[config.mk]
export PLATFORM = sky130hd
export DESIGN_NAME = decode_sequencer
export DESIGN_NICKNAME = d
export VERILOG_FILES = /design/src/rtl/decode_sequencer.sv
export SDC_FILE = /design/constraint.sdc
export NUM_CORES = 1
export LEC_CHECK = 0
export CAP_MARGIN = 20
export CORE_ASPECT_RATIO = 0.9
export CORE_MARGIN = 2
export CORE_UTILIZATION = 25
export DETAILED_ROUTE_END_ITERATION = 12
export SYNTH_ARGS = -nofsm -noshare
export SYNTH_HDL_FRONTEND = slang
export SYNTH_SLANG_ARGS = --single-unit
[constraint.sdc]
create_clock -name clk -period 4.62 [get_ports clk]
set_clock_uncertainty 0.05 [all_clocks]
set_input_delay 1.386 -clock clk [delete_from_list [all_inputs] [get_ports clk]]
set_output_delay 1.386 -clock clk [all_outputs]
set_load 0.01 [all_outputs]
[src/rtl/decode_sequencer.sv]
`default_nettype none
// ============================================================================
// Module   : decode_sequencer
// Brief    : Recovers an LFSR keystream from a padded preamble, decrypts the
//            message held in dat_mem and strips the leading pad characters.
// Revision : 1.0
// ============================================================================
module decode_sequencer #(
   parameter int         MSG_BASE = 64,
   parameter int         MSG_LEN  = 64,
   parameter logic [7:0] PAD_CHAR = 8'h5F,
   parameter logic [5:0] SEED_KEY = 6'h1F
) (
   input  logic       clk,
   input  logic       init_n,
   input  logic       start,
   output logic       busy,
   output logic       done,
   output logic       err,
   output logic [2:0] tap_sel,
   output logic [7:0] pre_len,
   output logic [7:0] raddr,
   output logic [7:0] waddr,
   output logic       write_en,
   output logic [7:0] data_in,
   input  logic [7:0] data_out
);

   localparam logic [2:0] c_IDLE    = 3'd0;
   localparam logic [2:0] c_SEED    = 3'd1;
   localparam logic [2:0] c_SEARCH  = 3'd2;
   localparam logic [2:0] c_DECODE  = 3'd3;
   localparam logic [2:0] c_SCAN    = 3'd4;
   localparam logic [2:0] c_COMPACT = 3'd5;
   localparam logic [2:0] c_FIN     = 3'd6;

   localparam logic [7:0] c_BASE = 8'(MSG_BASE);
   localparam logic [7:0] c_LEN  = 8'(MSG_LEN);

   logic [2:0] state_q, state_d;
   logic [7:0] cnt_q, cnt_d;
   logic [5:0] obs_q [0:6];
   logic [5:0] obs_d [0:6];
   logic [5:0] lfsr_q, lfsr_d;
   logic       rdv_q, rdv_d;
   logic       err_q, err_d;
   logic [2:0] tap_sel_q, tap_sel_d;
   logic [7:0] pre_len_q, pre_len_d;
   logic [5:0] w_tap;
   logic [5:0] w_s;
   logic       w_match;
   logic       w_cmp_act;

   function automatic logic [5:0] tap_of(input logic [2:0] idx);
      case (idx)
         3'd0:    tap_of = 6'h21;
         3'd1:    tap_of = 6'h2D;
         3'd2:    tap_of = 6'h30;
         3'd3:    tap_of = 6'h33;
         3'd4:    tap_of = 6'h36;
         3'd5:    tap_of = 6'h39;
         default: tap_of = 6'h21;
      endcase
   endfunction

   function automatic logic [5:0] lfsr_next(input logic [5:0] s, input logic [5:0] tap);
      lfsr_next = {s[4:0], ^(s & tap)};
   endfunction

   // Candidate tap for this SEARCH cycle must reproduce all six observed successors.
   always_comb begin
      w_tap   = tap_of(cnt_q[2:0]);
      w_s     = obs_q[0];
      w_match = 1'b1;
      for (int k = 1; k < 7; k++) begin
         w_s = lfsr_next(w_s, w_tap);
         if (w_s != obs_q[k]) w_match = 1'b0;
      end
   end

   assign w_cmp_act = (pre_len_q != 8'd0) && (pre_len_q != c_LEN);

   always_ff @(posedge clk or negedge init_n) begin
      if (!init_n) begin
         state_q   <= c_IDLE;
         cnt_q     <= '0;
         lfsr_q    <= '0;
         rdv_q     <= 1'b0;
         err_q     <= 1'b0;
         tap_sel_q <= '0;
         pre_len_q <= '0;
         for (int j = 0; j < 7; j++) obs_q[j] <= '0;
      end else begin
         state_q   <= state_d;
         cnt_q     <= cnt_d;
         lfsr_q    <= lfsr_d;
         rdv_q     <= rdv_d;
         err_q     <= err_d;
         tap_sel_q <= tap_sel_d;
         pre_len_q <= pre_len_d;
         for (int j = 0; j < 7; j++) obs_q[j] <= obs_d[j];
      end
   end

   always_comb begin
      state_d   = state_q;
      cnt_d     = cnt_q;
      lfsr_d    = lfsr_q;
      rdv_d     = rdv_q;
      err_d     = err_q;
      tap_sel_d = tap_sel_q;
      pre_len_d = pre_len_q;
      obs_d     = obs_q;
      case (state_q)
         c_IDLE, c_FIN: begin
            if (start) begin
               state_d   = c_SEED;
               cnt_d     = '0;
               err_d     = 1'b0;
               tap_sel_d = '0;
               pre_len_d = '0;
            end
         end
         c_SEED: begin
            cnt_d = cnt_q + 8'd1;
            if (cnt_q != 8'd0) obs_d[cnt_q[2:0] - 3'd1] = data_out[5:0] ^ SEED_KEY;
            if (cnt_q == 8'd7) begin
               state_d = c_SEARCH;
               cnt_d   = '0;
            end
         end
         c_SEARCH: begin
            if (w_match) begin
               state_d   = c_DECODE;
               tap_sel_d = cnt_q[2:0];
               lfsr_d    = obs_q[0];
               cnt_d     = '0;
            end else if (cnt_q == 8'd5) begin
               state_d = c_FIN;
               err_d   = 1'b1;
            end else begin
               cnt_d = cnt_q + 8'd1;
            end
         end
         c_DECODE: begin
            if (cnt_q != 8'd0) lfsr_d = lfsr_next(lfsr_q, tap_of(tap_sel_q));
            if (cnt_q == c_LEN) begin
               state_d = c_SCAN;
               cnt_d   = '0;
               rdv_d   = 1'b0;
            end else begin
               cnt_d = cnt_q + 8'd1;
            end
         end
         c_SCAN: begin
            // Reads are issued back to back; data_out always holds byte pre_len_q once rdv_q is set.
            cnt_d = cnt_q + 8'd1;
            rdv_d = 1'b1;
            if (rdv_q) begin
               if (data_out == PAD_CHAR) begin
                  pre_len_d = pre_len_q + 8'd1;
                  if (pre_len_q + 8'd1 == c_LEN) begin
                     state_d = c_COMPACT;
                     cnt_d   = '0;
                  end
               end else begin
                  state_d = c_COMPACT;
                  cnt_d   = '0;
               end
            end
         end
         c_COMPACT: begin
            if (!w_cmp_act || (cnt_q == c_LEN - pre_len_q)) begin
               state_d = c_FIN;
            end else begin
               cnt_d = cnt_q + 8'd1;
            end
         end
         default: state_d = c_IDLE;
      endcase
   end

   always_comb begin
      busy     = (state_q != c_IDLE) && (state_q != c_FIN);
      done     = (state_q == c_FIN);
      err      = err_q;
      tap_sel  = tap_sel_q;
      pre_len  = pre_len_q;
      raddr    = '0;
      waddr    = '0;
      write_en = 1'b0;
      data_in  = '0;
      case (state_q)
         c_SEED: begin
            if (cnt_q < 8'd7) raddr = c_BASE + cnt_q;
         end
         c_DECODE: begin
            if (cnt_q < c_LEN) raddr = c_BASE + cnt_q;
            if (cnt_q != 8'd0) begin
               write_en = 1'b1;
               waddr    = cnt_q - 8'd1;
               data_in  = data_out ^ {2'b00, lfsr_q};
            end
         end
         c_SCAN: raddr = cnt_q;
         c_COMPACT: begin
            if (w_cmp_act) begin
               if (cnt_q < c_LEN - pre_len_q) raddr = pre_len_q + cnt_q;
               if (cnt_q != 8'd0) begin
                  write_en = 1'b1;
                  waddr    = cnt_q - 8'd1;
                  data_in  = data_out;
               end
            end
         end
         default: ;
      endcase
   end

endmodule
`default_nettype wire

==> summary.txt, run 1 <==
Ports - 50
Routed vias/inst - 5.086
Leakage power - 0.003368 µW
Number of buffers created by CTS - 9
Max incr delay on CP - 0.36 ns
RSZ-0062 raised after global routing - yes
Clock latency on the worst-skew pair - 0.35 ns
Final core utilization - 0.3322
Hold Crit Class - register to register
Clock buffer depth - 2
Crit path max fanout - 2
Initial core utilization - 0.2551
Post-synth EDFFs - 0
Fin crit share - 0.9768
Core Rows - 53
Die area - 25210 µm²
Final Setup Violations - 0
Commonest cells post-synth - nand2_1, o21ai_0, dfrtp_1, nor2_1, clkbuf_1
First-pass GRT wire length - 28770 µm
Footprint of the multi-input gates - 4164 µm²
FF+latch count, synth - 72
Ranking of synthesized cells by area - dfrtp_1, o21ai_0, nand2_1, ha_1, xnor2_1
Global placement routability congestion - 0.8034
Wire per inst - 16.04 µm
Crit path buffers/inverters - 5
CTS sink count - 72
Peak supply drop - 0.4479 mV
Min Hold Slack - 0.4460 ns
Sequential area share after synthesis - 0.3009
Largest net degree at the start of global routing - 41
Layout cells sized above 1 - 0.2094
Height of the die - 150.8 µm
Crit-path slowest cell - a2111oi_4
Nets@finish - 867
PwrDens - 865.0 nW/µm²
CP Class - register to output pin
Status - complete, but fails checks
FF/Latch Area - 1803 µm²
R2R Setup Slk - 0.14 ns
CTS Root Buffer Type - clkbuf_16
DRC - 1
Worst Path Arrival - 3.08 ns
Critical Path Source Type - register
FMAX - 221.6 MHz
Vias in the first global route - 5429
Hpwl dp - 13510 µm
GRT Residual Overflow - 0
Cell count after synthesis - 735
Synthesized Nets - 776
Worst path cell trace - inv_1, ha_1, inv_2, ha_4, nor2b_2, o21a_1, o21ai_1, nand2b_1, a21oi_2, nor2_2, a2111oi_4, buf_4, buf_4, a21oi_1, o22ai_1, buf_2
Post-synth top area cell - dfrtp_1
Final Max Tran Viols - 0
Async SR Flop Fraction - 1.000
Final hold violation count - 0
Chip width - 167.1 µm
Ys Warns - 0
Slew at the pin closest to its max-slew limit - 0.9890 ns
DRT iter0 DRCs - 308
P&R area growth vs syn - 30.23%
Netlist area before placement - 5988 µm²
Mean Syn Cell Area - 8.147 µm²
Worst-path clk slew - 0.06 ns
Max-cap check violation count - 0
Primary FF master, synth - dfrtp_1
Initial antenna violation count - 0
H-tree Lvls - 3
Crit end category - output pin
Hold-fix buffers, CTS - 0
Final Critical Period - 4.513 ns
Relative slew slack - 0.3407
CTS tree - built
Routed Antenna Nets - 0
Fillers - 2499
DRT Wirelength - 18180 µm
Post-synthesis cell type count - 80
Ant. Diodes - 0
Tot GR Track Use - 0.1434
Yosys top cell area share - 0.3009
DRT Pass-1 Iters - 9
Core box area - 23480 µm²
PortBufs - 49
Most frequent cell after synthesis - nand2_1
Cell mode on critical path - buf_4
Critical Path RT - 3.18 ns
Worst path top cell family by delay - compound AO/OA/AOI/OAI gates
Failing checks - design-rule violations
DR vias - 5762
layer usage:
metal / wire length [µm] / vias to the layer above / share of wire / global-route usage
met1: 8832 / 2787 / 0.49 / 0.1973
met2: 8355 / 119 / 0.46 / 0.2357
met5: 0 / - / 0 / 0
met3: 621 / 27 / 0.034 / 0.01934
met4: 367 / 0 / 0.020 / 0.04391
li1: - / 2829 / - / -
registers in the layout, indices dropped and copies added (netlist names):
register and count:
obs_q 42, cnt_q 8, pre_len 8, lfsr_q 6, state_q 3, tap_sel 3
err 1, rdv_q 1
report_power, final:
part / switching [µW] / internal, µW
Combinational: 2610 / 2340
Clock: 296 / 491
Sequential: 188 / 823
per-stage QoR:
stage / cell area, µm² / setup WS (ns) / total power, µW / cells / TNS [ns]
after global routing: 7799 / -0.05645 / 7240 / 1133 / -0.4176
after CTS: 7495 / 0.01655 / 6191 / 1125 / 0
after global placement: 7158 / -0.1023 / 5302 / 1107 / -1.147
final: 7799 / 0.1071 / 6746 / 1133 / 0
after floorplan: 5988 / 0.03369 / 4025 / 735 / 0
after detailed placement: 7158 / -0.1417 / 5336 / 1107 / -2.345
cells by family (layout without fill, tap and decap cells):
| logic type | Yosys count | after routing | synth area share |
|---|---|---|---|
| AOI/OAI and AO/OA | 205 | 205 | 0.2263 |
| and+or+nand+nor | 286 | 286 | 0.2290 |
| DFF | 72 | 72 | 0.3009 |
| muxes | 26 | 26 | 0.04743 |
| xor gates and xnor gates | 50 | 50 | 0.08964 |
| adders and majority gates | 30 | 30 | 0.06394 |
| buffers and inverters | 66 | 162 | 0.04283 |
worst paths after layout:
path | startpoint | to | cells past startpoint
max | pre_len[1] | raddr[7] | 16
min | obs_q[25] | obs_q[25] | 2
max reg2reg | cnt_q[1] | cnt_q[7] | 18
min reg2reg | obs_q[25] | obs_q[25] | 2
max in group asynchronous | init_n | cnt_q[0] | 3
min in group asynchronous | init_n | state_q[2] | 1
worst reg2reg max path, stage by stage (launching register included):
cell       delay [ns]
dfrtp_1          0.38
inv_2            0.11
ha_4             0.16
nand2_1          0.07
xnor3_2          0.44
a211o_1          0.31
and2_1           0.19
a311o_1          0.35
a2111oi_4        0.37
xnor2_2          0.19
buf_4            0.16
nor4_4           0.04
a2111oi_4        0.34
xnor2_2          0.18
o2111ai_4        0.24
a211oi_4         0.26
buf_4            0.19
o21ai_1          0.09
a22o_1           0.25
cell type report:
class / count / share of cell area
inverters: 24 / 0.01203
clock buffers: 10 / 0.03064
well taps: 302 / 0.04845
multi-input cells: 597 / 0.5339
repair buffers: 122 / 0.1320
clock inverters: 6 / 0.01171
flip-flops and latches: 72 / 0.2312
cell usage in the layout (no fill, tap or decap), types with 6 or more instances in the layout:
master / netlist / final
and3_1: 12 / 12
o211ai_1: 8 / 8
mux2_2: 18 / 18
xnor2_1: 24 / 21
xor2_1: 17 / 15
or4_1: 6 / 6
o21ai_0: 92 / 85
a21o_1: 6 / 6
o21ai_1: 4 / 8
dfrtp_1: 72 / 71
nor3_1: 15 / 14
nand4_1: 13 / 13
clkdlybuf4s50_1: 0 / 40
nand3_1: 21 / 21
nor2_1: 52 / 50
buf_4: 1 / 69
nor2b_1: 10 / 9
a22o_1: 7 / 7
clkbuf_16: 0 / 9
inv_1: 23 / 19
nand2b_1: 6 / 6
a21oi_1: 26 / 23
nand2_1: 117 / 115
ha_1: 29 / 27
mux2i_1: 7 / 7
timing repair:
item / in CTS / in global routing
setup endpoints to repair: 28 / 32
gates resized for setup: 22 / 61
buffers inserted: 2 / 7
hold endpoints to repair: 0 / 0
pin swaps: 1 / 22
No activity file was read; power rests on OpenSTA's default activity.
==> run 2: changes to the inputs <==
Settings changed: CAP_MARGIN 20 to unset.
==> run 2 against run 1 <==
  * The run still ends with design-rule violations left
  * Global-route usage unchanged
  * Combinational power about the same
  * Final area decreased by 0.26%
  * Cell count about the same
  * Non-clock buffer count decreased by 1
  * Critical path type unchanged
==> summary.txt, run 2 (synthesized netlist as in run 1, its figures left out) <==
Status - complete, but fails checks
Failing checks - design-rule violations
Global placement routability congestion - 0.8034
Nets@finish - 866
Critical Path RT - 3.18 ns
Die area - 25210 µm²
Fin crit share - 0.9739
PortBufs - 49
Vias in the first global route - 5429
Final hold violation count - 0
Largest net degree at the start of global routing - 41
H-tree Lvls - 3
Min Hold Slack - 0.4460 ns
Initial antenna violation count - 0
Non-Filler Instances - 1132
Final Max Tran Viols - 0
Hold Crit Class - register to register
Critical Path Source Type - register
Relative slew slack - 0.3353
DRT Pass-1 Iters - 9
Peak supply drop - 0.4479 mV
Worst Path Arrival - 3.06 ns
Initial core utilization - 0.2551
Clock buffer depth - 2
Clock latency on the worst-skew pair - 0.35 ns
Commonest non-fill, non-tap cell in the layout - nand2_1
Height of the die - 150.8 µm
DRT iter0 DRCs - 306
DRT Wirelength - 18140 µm
PwrDens - 867.1 nW/µm²
Largest Register - obs_q
Max reg flops - 42
Post-DP Area - 7158 µm²
RSZ-0062 raised after global routing - yes
CP Class - register to output pin
Hold-fix buffers, CTS - 0
FMAX - 222.2 MHz
Final Critical Period - 4.500 ns
Routed Antenna Nets - 0
Wire per inst - 16.03 µm
Layout cells sized above 1 - 0.2084
Routed vias/inst - 5.092
Leakage power - 0.003358 µW
P&R area growth vs syn - 29.90%
Final Setup Violations - 0
DR vias - 5764
Hpwl dp - 13510 µm
Core box area - 23480 µm²
Crit end category - output pin
Slew at the pin closest to its max-slew limit - 0.9970 ns
Ports - 50
Total Power - 6745 µW
Dpl cells - 1107
Crit path max fanout - 2
Chip width - 167.1 µm
CTS Root Buffer Type - clkbuf_16
Core Rows - 53
First-pass GRT wire length - 28770 µm
GRT Residual Overflow - 0
DRC - 1
Number of buffers created by CTS - 9
Final core utilization - 0.3314
Finished Cell Area - 7779 µm²
Most frequent cells in the layout - nand2_1, o21ai_0, dfrtp_1
Worst-path clk slew - 0.06 ns
Tot GR Track Use - 0.1434
CTS tree - built
Ant. Diodes - 0
Max-cap check violation count - 0
CTS sink count - 72
## run 2: changes by cell type in the layout (fill, tap and decap cells not counted), sizes merged
cell and change:
buf -1
## run 2: cell type report
class	instances	area (µm²)
clock buffer	10	239.0
clock inverter	6	91.34
fill	2501	15700
inverter	24	93.84
multi-input combinational	597	4164
sequential	72	1803
tap	302	377.9
timing repair buffer	121	1010
## run 2: per-stage QoR
stage	setup WS, ns	setup TNS [ns]
after CTS	0.01655	0
after detailed placement	-0.1417	-2.345
after floorplan	0.03369	0
final	0.1204	0
after global placement	-0.1023	-1.147
after global routing	-0.05645	-0.4176
## run 2: worst paths after layout
kind                            start    endpoint  slack (ns)  cells after the start
max                        pre_len[1]    raddr[7]        0.12                     16
min                         obs_q[25]   obs_q[25]        0.45                      2
max reg2reg                  cnt_q[1]    cnt_q[7]        0.14                     18
min reg2reg                 obs_q[25]   obs_q[25]        0.45                      2
max in group asynchronous      init_n    cnt_q[0]        2.53                      2
min in group asynchronous      init_n  state_q[2]        1.16                      1
## run 2: worst max-delay path: stages (launching register included)
cell and delay (ns):
dfrtp_1 0.34, inv_1 0.05, ha_1 0.29, inv_2 0.08, ha_4 0.20, nor2b_2 0.14
o21a_1 0.17, o21ai_1 0.14, nand2b_1 0.10, a21oi_2 0.16, nor2_2 0.07, a2111oi_4 0.35
buf_4 0.19, buf_4 0.10, a21oi_1 0.05, o22ai_1 0.12, buf_2 0.15
## run 2: repair_timing
item                       4_1_cts  5_1_grt
gates resized for setup         22       61
setup buffers                    2        7
setup endpoints to repair       28       32
pin swaps                        1       22
## run 2: power by group
part | internal [µW] | switching [µW] | leakage (µW)
combinational | 2340 | 2610 | 0.00239
sequential | 823 | 188 | 0.000809
clock | 491 | 295 | 0.000163
## run 2: routing by layer
metal | global-route usage | part of all wire
met5 | 0 | 0
met4 | 0.04391 | 0.021
met3 | 0.01934 | 0.038
met2 | 0.2357 | 0.46
met1 | 0.1973 | 0.48
==> run 3: changes to the inputs <==
Clock period 4.62 ns to 4.5 ns, I/O delays scaled along.
==> run 3 against run 2 <==
  * The run still ends with design-rule violations left
  * Clock power shrank 12%
  * Worst setup slack got worse by 0.12 ns
  * Total power rose by 4.6%
  * Hold slack worse by 0.0038 ns
  * First-iteration DRC count increased by 17%
  * Count of clock-buffer cells in the layout shrank 1
  * Non-clock buffer count up 31
==> summary.txt, run 3 (synthesized netlist as in run 1, its figures left out) <==
DRT Pass-1 Iters - 8
Crit path max fanout - 8
Largest net degree at the start of global routing - 73
H-tree Lvls - 3
PwrDens - 878.9 nW/µm²
Dpl cells - 1135
Final Max Tran Viols - 0
PortBufs - 49
Critical Path Source Type - register
Clock buffer depth - 2
Nets@finish - 897
Max reg flops - 42
Initial antenna violation count - 0
Vias in the first global route - 5526
Comb pwr share - 0.755
DRC - 1
Core box area - 23480 µm²
Global placement routability congestion - 0.8120
Peak supply drop - 0.4012 mV
Commonest non-fill, non-tap cell in the layout - nand2_1
Routed Antenna Nets - 0
RSZ-0062 raised after global routing - yes
Slew at the pin closest to its max-slew limit - 0.9885 ns
Critical path launch point - cnt_q[1]
Chip width - 167.1 µm
Failing checks - design-rule violations
Status - complete, but fails checks
Crit-path slowest cell - xnor3_2
Layout cells sized above 1 - 0.2462
Ant. Diodes - 0
DR vias - 5834
First-pass GRT wire length - 29330 µm
Worst reg2reg path startpoint - cnt_q[1]
P&R area growth vs syn - 34.06%
Net switching power - 3244 µW
Height of the die - 150.8 µm
Most frequent cells in the layout - nand2_1, buf_4, o21ai_0
Final Setup Violations - 0
Sw Ratio - 0.4599
CTS sink count - 72
Worst-path clk slew - 0.06 ns
CTS tree - built
Hold path start - obs_q[30]
Hold-fix buffers, CTS - 0
Non-Filler Instances - 1163
Tot GR Track Use - 0.1461
Number of buffers created by CTS - 9
Crit end category - register
Leakage power - 0.003484 µW
Initial core utilization - 0.2551
Cell Int Power - 3811 µW
Hpwl dp - 13680 µm
Routed vias/inst - 5.016
DRT iter0 DRCs - 358
Core Rows - 53
FMAX - 222.3 MHz
Worst path cell trace - inv_4, ha_4, buf_6, nand2_4, xnor3_2, a211o_1, buf_4, a2111oi_1, a311o_1, a2111oi_4, xnor2_2, nor4b_2, a2111oi_4, xnor2_2, o2111ai_4, buf_6, a31oi_4, nor2b_4, a22o_1
Final Critical Period - 4.499 ns
Crit path buffers/inverters - 4
Critical Path RT - 4.73 ns
Worst path top cell family by delay - compound AO/OA/AOI/OAI gates
GRT Residual Overflow - 0
CTS Root Buffer Type - clkbuf_16
Final hold violation count - 0
Register share of total power - 0.148
Clk network pwr share - 0.098
Max-cap check violation count - 0
DRT Wirelength - 18480 µm
Wire per inst - 15.89 µm
Die area - 25210 µm²
Hold Crit Class - register to register
Largest Register - obs_q
Final core utilization - 0.3420
Clock latency on the worst-skew pair - 0.35 ns
CP Class - register to register
Fin crit share - 0.9998
Worst Path Arrival - 4.73 ns
Ports - 50
Relative slew slack - 0.3410
Max incr delay on CP - 0.43 ns
run 3: cell types whose count changed in the layout (fill, tap and decap cells not counted), sizes merged:
cell and delta:
clkinvlp +2, inv +1, clkbuf -5, bufinv -2, dlygate4sd2 -1, buf +36
run 3: final cells by class:
cell class	count	area [µm²]
multi-input combinational	597	4197
clock buffer	9	225.2
clock inverter	7	55.05
inverter	24	97.59
tap	302	377.9
fill	2480	15450
timing repair buffer	152	1271
sequential	72	1804
run 3: timing repair:
action / CTS / global route
buffers inserted: 1 / 11
endpoints found under the hold margin: 0 / 0
pin swaps: 2 / 28
endpoints found under the setup margin: 28 / 42
resized for setup: 46 / 56
run 3: worst paths after layout:
check,endpoint,slack [ns],cells after the start
hold reg to reg,obs_q[30],0.44,2
max in group asynchronous,pre_len[2],2.58,1
setup / recovery,cnt_q[5],0.0007,19
min in group asynchronous,state_q[2],1.07,1
setup reg to reg,cnt_q[5],0.0007,19
hold / removal,obs_q[30],0.44,2
run 3: power by group through the flow:
stage	Clock (µW)	Sequential (µW)	Combinational, µW
after global routing	724	1070	5790
final	690	1040	5320
after floorplan	0	984	3150
after global placement	0	1030	4630
after CTS	697	1030	4810
after detailed placement	0	1040	4670
run 3: through the flow:
step                setup TNS, ns  hold slack [ns]  power [µW]  setup WS, ns  area [µm²]
floorplan                       0           0.4060        4132       0.02206        5991
global placement           -1.297           0.4271        5663       -0.1280        7386
detailed placement         -2.203           0.4281        5709       -0.1482        7386
CTS                             0           0.4422        6542       0.01328        7689
global route               -2.614           0.4740        7586       -0.1962        8028
finish                          0           0.4423        7055     0.0007083        8028
run 3: routing by layer:
layer | up-vias | wire length (µm) | global-route usage | share of wire
met1 | 2811 | 9308 | 0.2071 | 0.50
met2 | 120 | 8214 | 0.2286 | 0.44
met5 | - | 0 | 0 | 0
met3 | 26 | 630 | 0.02299 | 0.034
li1 | 2877 | - | - | -
met4 | 0 | 326 | 0.04696 | 0.018
run 3: tightest hold or removal path, stage by stage (launching register included):
cell     delay [ns]
dfrtp_1        0.35
nand2_1        0.05
o21ai_0        0.06
